### config.mk
export PLATFORM = sky130hd
export DESIGN_NAME = jtframe_rom_rsp
export DESIGN_NICKNAME = d
export VERILOG_FILES = /design/src/rtl/jtframe_rom_rsp.sv
export SDC_FILE = /design/constraint.sdc
export NUM_CORES = 1
export LEC_CHECK = 0
export ABC_AREA = 1
export BUFFER_PORTS_ARGS = -buffer_cell sky130_fd_sc_hd__buf_2
export CORE_ASPECT_RATIO = 0.75
export CORE_MARGIN = 3
export CORE_UTILIZATION = 63
export DETAILED_ROUTE_END_ITERATION = 12
export PLACE_DENSITY = 0.94
export SLEW_MARGIN = 20
export SYNTH_ARGS = -nofsm -noshare
export SYNTH_HDL_FRONTEND = slang
export SYNTH_SLANG_ARGS = --single-unit
### constraint.sdc
create_clock -name clk -period 2.7 [get_ports clk]
set_clock_uncertainty 0.05 [all_clocks]
set_input_delay 0.54 -clock clk [delete_from_list [all_inputs] [get_ports clk]]
set_output_delay 0.54 -clock clk [all_outputs]
set_load 0.02 [all_outputs]
### src/rtl/jtframe_rom_rsp.sv
// CPU ROM responder: serves byte/half/word reads from a two-line cache of 32-bit SDRAM
// words and requests a refill from the SDRAM controller on a miss.
module jtframe_rom_rsp #(
  parameter int unsigned AW = 18,
  parameter int unsigned DW = 8
) (
  input  logic          clk,
  input  logic          rst_n,
  input  logic          clr,
  input  logic          cs,
  input  logic [AW-1:0] addr,
  output logic          ok,
  output logic [DW-1:0] dout,
  output logic [AW-3:0] sdram_addr,
  output logic          sdram_req,
  input  logic          sdram_ack,
  input  logic          data_dst,
  input  logic          data_rdy,
  input  logic [31:0]   din
);

  localparam int unsigned TW = AW - 2;

  typedef enum logic [1:0] {StIdle, StReq, StWait} state_e;

  state_e         state_q, state_d;
  logic [1:0]     valid_q;
  logic [TW-1:0]  tag_q [2];
  logic [31:0]    data_q [2];
  logic           ptr_q;

  logic           hit_q;
  logic [AW-1:0]  addr_l_q;
  logic [DW-1:0]  dout_q;
  logic           sdram_req_q, sdram_req_d;
  logic [TW-1:0]  sdram_addr_q, sdram_addr_d;

  logic [TW-1:0]  tag_in;
  logic           hit0, hit1, hit;
  logic [31:0]    hit_word;
  logic [DW-1:0]  lane;
  logic           fill;

  assign tag_in   = addr[AW-1:2];
  assign hit0     = valid_q[0] && (tag_q[0] == tag_in);
  assign hit1     = valid_q[1] && (tag_q[1] == tag_in);
  assign hit      = hit0 | hit1;
  assign hit_word = hit1 ? data_q[1] : data_q[0];

  // Little-endian lane extraction from the hit word
  if (DW == 8) begin : g_lane8
    assign lane = hit_word[{addr[1:0], 3'b000} +: 8];
  end else if (DW == 16) begin : g_lane16
    assign lane = hit_word[{addr[1], 4'b0000} +: 16];
  end else begin : g_lane32
    assign lane = hit_word;
  end

  // ok falls combinationally as soon as addr moves away from the latched one or cs drops
  assign ok         = hit_q & cs & (addr == addr_l_q);
  assign dout       = dout_q;
  assign sdram_req  = sdram_req_q;
  assign sdram_addr = sdram_addr_q;

  always_comb begin
    state_d      = state_q;
    sdram_req_d  = sdram_req_q;
    sdram_addr_d = sdram_addr_q;
    fill         = 1'b0;
    unique case (state_q)
      StIdle: begin
        if (cs && !hit && !clr) begin
          state_d      = StReq;
          sdram_req_d  = 1'b1;
          sdram_addr_d = tag_in;
        end
      end
      StReq: begin
        if (sdram_ack) begin
          state_d     = StWait;
          sdram_req_d = 1'b0;
        end
      end
      StWait: begin
        if (data_rdy && data_dst) begin
          state_d = StIdle;
          // A refill landing together with clr is dropped and leaves the pointer alone
          fill    = !clr;
        end
      end
      default: state_d = StIdle;
    endcase
  end

  always_ff @(posedge clk or negedge rst_n) begin
    if (!rst_n) begin
      state_q      <= StIdle;
      sdram_req_q  <= 1'b0;
      sdram_addr_q <= '0;
    end else begin
      state_q      <= state_d;
      sdram_req_q  <= sdram_req_d;
      sdram_addr_q <= sdram_addr_d;
    end
  end

  always_ff @(posedge clk or negedge rst_n) begin
    if (!rst_n) begin
      valid_q <= '0;
      ptr_q   <= 1'b0;
      for (int i = 0; i < 2; i++) begin
        tag_q[i]  <= '0;
        data_q[i] <= '0;
      end
    end else if (clr) begin
      valid_q <= '0;
    end else if (fill) begin
      valid_q[ptr_q] <= 1'b1;
      tag_q[ptr_q]   <= sdram_addr_q;
      data_q[ptr_q]  <= din;
      ptr_q          <= ~ptr_q;
    end
  end

  always_ff @(posedge clk or negedge rst_n) begin
    if (!rst_n) begin
      hit_q    <= 1'b0;
      addr_l_q <= '0;
      dout_q   <= '0;
    end else begin
      hit_q <= cs & hit & ~clr;
      if (cs && hit) begin
        addr_l_q <= addr;
        dout_q   <= lane;
      end
    end
  end

endmodule

After elaboration in Yosys (flattened, before gate mapping):

Index checks and enable logic that the tools add are counted.

* register bits after elaboration: 145
* output and inout port bits: 26
* word-level logic and storage cells: 71

* order comparisons: 4
* equal/unequal tests: 8
* shift operators: 1
* multiplexer cells: 20
* bitwise logic cells: 9
* reduce and logical (&&, ||, !) cells: 17

Operators by type and width (count)
* $bwmux W64: 1
* $mux W32: 2
* $bwmux W32: 1
* $demux W32 S1: 1
* $eq A16 B16 Y1: 2
* $shiftx A32 B6 Y8: 1
* $eq A18 B18 Y1: 1
* $demux W16 S1: 1
* $mux W16: 1
* $mux W2: 5
* $logic_and A1 B1 Y1: 8
* $ne A2 B2 Y1 const B: 3
* $pmux W2 S3: 1
* $reduce_and A3 Y1: 2
* $mux W1: 5
* $and A1 B1 Y1: 4
* $reduce_and A2 Y1: 2
* $reduce_bool A2 Y1: 2
* $eq A2 B1 Y1 const B: 1
* $eq A2 B2 Y1 const B: 1
* $ge A2 B2 Y1 const B: 1
* $logic_not A1 Y1: 2
* $logic_not A2 Y1: 1
* $lt A1 B2 Y1 const B: 1
* 8 further kinds: 9

Longest topological paths before layout:

* depth in word-level cells: 8
* gate-level depth with buffers: 13
* gate-level depth less buffers: 12

Least setup slack after synthesis:

OpenSTA, ideal clock, no wires.

* kind: input -> output
* start: input addr[0]
* end: output ok
* arrival: 1634 ps
* required time: 2110 ps
* path slack: 476 ps
* stages on the path: 7
* cells stage by stage: buf_2 -> clkinv_1 -> nand2_1 -> o21ai_0 -> nor4_1 -> nand2_1 -> nor2_1

* longest elaborated chain between the ends: 2

Ends and longest elaborated chain
* start: declaration: line 11 `input logic [AW-1:0] addr,`
* $eq A18 B18 Y1: line 60 `assign ok = hit_q & cs & (addr == addr_l_q);`
* $and A1 B1 Y1: line 60
* end: declaration: line 12 `output logic ok,`

No other way between the ends.

Worst setup path in the final report:

* start: register addr_l_q[2]
* end: output ok

* longest elaborated chain between the ends: 2

Ends and longest elaborated chain
* start: declaration: line 33 `logic [AW-1:0] addr_l_q;`
* start signal: assignment: line 133 `addr_l_q <= addr;`
* $eq A18 B18 Y1: line 60
* $and A1 B1 Y1: line 60

No other way between the ends.

==> flow_metrics.py <==
metrics = {
    "run_status": {
        "status": "completed",
    },
    "finish": {
        "antenna_cells": 0,
        "drive_above_1_share_pct": 16.8,
        "final_nets": 1027,
        "area_delta_synth_final_pct": 14.1,
    },
    "sta": {
        "rsz0062_at_grt": "false",
        "period_share_pct": 92.3,
        "maxSlewHeadroom_pct": 58.2,
        "setup_viol": 0,
        "period_needed_ns": 2.49,
        "max_freq_ghz": 0.401,
        "fin_ws_ns": 0.207,
        "tns_ns": 0,
        "hold_viol": 0,
        "final_max_slew_viol_count": 0,
        "tightest_slew_ns": 0.628,
    },
    "synthesis": {
        "avgSynthCellArea_um2": 7.93,
        "netlist_area_mm2": 0.00710,
        "synth_cell_types": 35,
        "synth_ff_type": "dfrtp_1",
        "yosysSeqAreaShare_pct": 51.1,
        "yosysWarnings": 0,
        "synth_seq_cells": 145,
        "async_flop_share_pct": 100,
        "syn-num-nets": 953,
        "synth_edf_count": 0,
        "synthCells": 896,
    },
    "clock_tree": {
        "cts_made_buffers": 17,
        "root_buffer": "clkbuf_16",
        "cts_tree": "built",
        "hold_buffers": 0,
        "clk_pin_slew_ns": 0.06,
        "ctsLongestPathBuffers": 2,
        "postCtsResizedCells": 0,
        "htree_levels": 4,
        "cts.sinks": 145,
        "post_cts_buffers": 0,
        "clock_latency_ns": 0.42,
    },
    "worst_setup_path": {
        "critPathKind": "reg2out",
        "crit_cells": 5,
        "cp-end-kind": "output pin",
        "cp.required_ns": 2.11,
        "worstSetupStartpointType": "register",
        "r2r_cells": 12,
        "cp_max_fo": 3,
        "crit_slowest_cell": "dfrtp_1",
        "path_delay_family": "simple AND/OR/NAND/NOR gates",
        "critPathArrivalTime_ns": 1.90,
        "critPathBufInv": 1,
        "rrSetupSlack_ns": 0.50,
        "slowest_delay_ns": 0.40,
        "cp_cell_sequence": "or2_2 -> a221oi_1 -> nand4_1 -> nor2_1 -> buf_2",
    },
    "hold_path": {
        "hold_path.class": "in2async",
    },
    "placement": {
        "pre_cts_slack_ns": 0.324,
        "place.gp.congestion": 1.02,
        "io_buffers": 82,
        "dpl.hpwl_um": 13000,
    },
    "die": {
        "io_pins": 83,
        "std_cell_rows": 32,
        "die_h_um": 98.0,
        "die-area_mm2": 0.0126,
        "die-width_um": 129,
        "start_util_pct": 66.7,
        "core-area_mm2": 0.0107,
    },
    "detailed_routing": {
        "drc": 0,
        "drt_iter0_markers": 883,
        "post_drt_wl_per_cell_um": 17.0,
        "vias_per_cell": 5.82,
        "firstDrtPassIters": 6,
        "routed_wl_um": 19000,
        "antenna_left": 0,
        "vias": 6509,
    },
    "global_route": {
        "track_usage_pct": 31.2,
        "grt_overflow_total": 0,
        "grt_pass1_vias": 6108,
        "antenna_found_initial": 0,
        "grt_max_degree": 69,
        "grt_pass1_wl_um": 31000,
    },
    "power_and_ir_drop": {
        "cellPowerDensity_mw_per_mm2": 967,
        "p_leak_nw": 4.23,
        "vdd_drop_max_mv": 0.680,
    },
    "flow_run": {
        "cap_violations": 0,
    },
}
-- synth_stat cells, types with 3 or more instances --
| master | number | area (µm²) |
|---|---|---|
| o22ai_1 | 3 | 18.8 |
| dfrtp_1 | 145 | 3630 |
| buf_6 | 7 | 78.8 |
| nand3_1 | 42 | 210 |
| nand4_1 | 36 | 225 |
| o21ai_1 | 34 | 170 |
| nor2_4 | 4 | 45.0 |
| nand3_2 | 6 | 60.1 |
| nor2_1 | 28 | 105 |
| inv_2 | 14 | 52.6 |
| inv_1 | 96 | 360 |
| buf_2 | 20 | 100 |
| a21oi_1 | 3 | 15.0 |
| nand2_1 | 311 | 1170 |
| nand2_2 | 3 | 18.8 |
| buf_4 | 4 | 30.0 |
| o21ai_0 | 97 | 485 |
| xor2_1 | 10 | 87.6 |
| clkbuf_1 | 11 | 41.3 |
-- cells in the final DEF, fill, tap and decap left out, drive strengths merged --
master    synthesis  routed
nand3            49      49
inv             110     112
clkinvlp          0       4
nor4              2       2
o22ai             3       3
nor2             35      35
nand4            36      36
xor2             10      10
nor3              2       2
buf              31      97
o21ai           131     131
o211ai            2       2
clkbuf           11      18
a21oi             3       3
nand3b            2       2
clkinv            1       8
nand2           315     315
a221oi            2       2
dfrtp           145     145
a2111oi           1       1
xnor2             2       2
or2               2       2
a22o              1       1
-- routing by layer --
layer,global-route usage (%),wire length (µm),vias to the layer above
met5,0,0,-
met2,43.7,8060,413
li1,-,-,2997
met4,9.69,412,0
met3,8.80,2340,54
met1,47.3,8170,3045
-- power by group --
group | total [mW] | leakage [nW] | internal (mW) | switching, mW
sequential | 3.44 | 1.72 | 2.99 | 0.450
combinational | 2.29 | 2.26 | 0.749 | 1.54
clock | 2.10 | 0.248 | 1.17 | 0.935
total | 7.84 | 4.23 | 4.91 | 2.93
-- cell families (layout without fill, tap and decap cells) --
| family | Yosys count | in the layout | synth area share, % |
|---|---|---|---|
| buf+inv | 153 | 239 | 9.39 |
| compound gates | 143 | 143 | 10.4 |
| simple gates | 443 | 443 | 27.5 |
| flops | 145 | 145 | 51.1 |
| xor+xnor | 12 | 12 | 1.59 |
-- flip-flops by register name, indices dropped and copies added (netlist names) --
signal      count
valid_q         2
ptr_q           1
dout            8
state_q         2
addr_l_q       18
hit_q           1
sdram_addr     16
data_q         64
sdram_req       1
tag_q          32
-- cell type report --
type,count,area (µm²)
clock buffers,18,429
clock inverters,13,90.1
fillers,759,2550
inverters,111,417
multi-input cells,598,2820
flip-flops and latches,145,3630
well taps,136,170
repair buffers,97,554
-- through the flow --
stage / cell area, µm² / total power [mW] / utilization, % / hold WS [ns] / cells
after floorplan: 7100 / 4.86 / - / 0.194 / 896
final: 8100 / 7.84 / 76.1 / 0.0736 / 1118
after global placement: 7580 / 5.52 / 71.2 / 0.408 / 1087
after global routing: 8100 / 8.29 / 76.1 / 0.122 / 1118
after CTS: 8100 / 7.79 / 76.1 / 0.101 / 1118
after detailed placement: 7580 / 5.64 / 71.2 / 0.420 / 1087
-- final timing paths --
| path | to | from |
|---|---|---|
| setup / recovery | ok | addr_l_q[2] |
| hold / removal | sdram_addr[11] | rst_n |
| setup reg to reg | dout[5] | tag_q[10] |
| hold reg to reg | addr_l_q[6] | addr_l_q[6] |
| max in group asynchronous | ptr_q | rst_n |
| min in group clk | data_q[52] | din[20] |
Power figures use the tool's default switching activity.
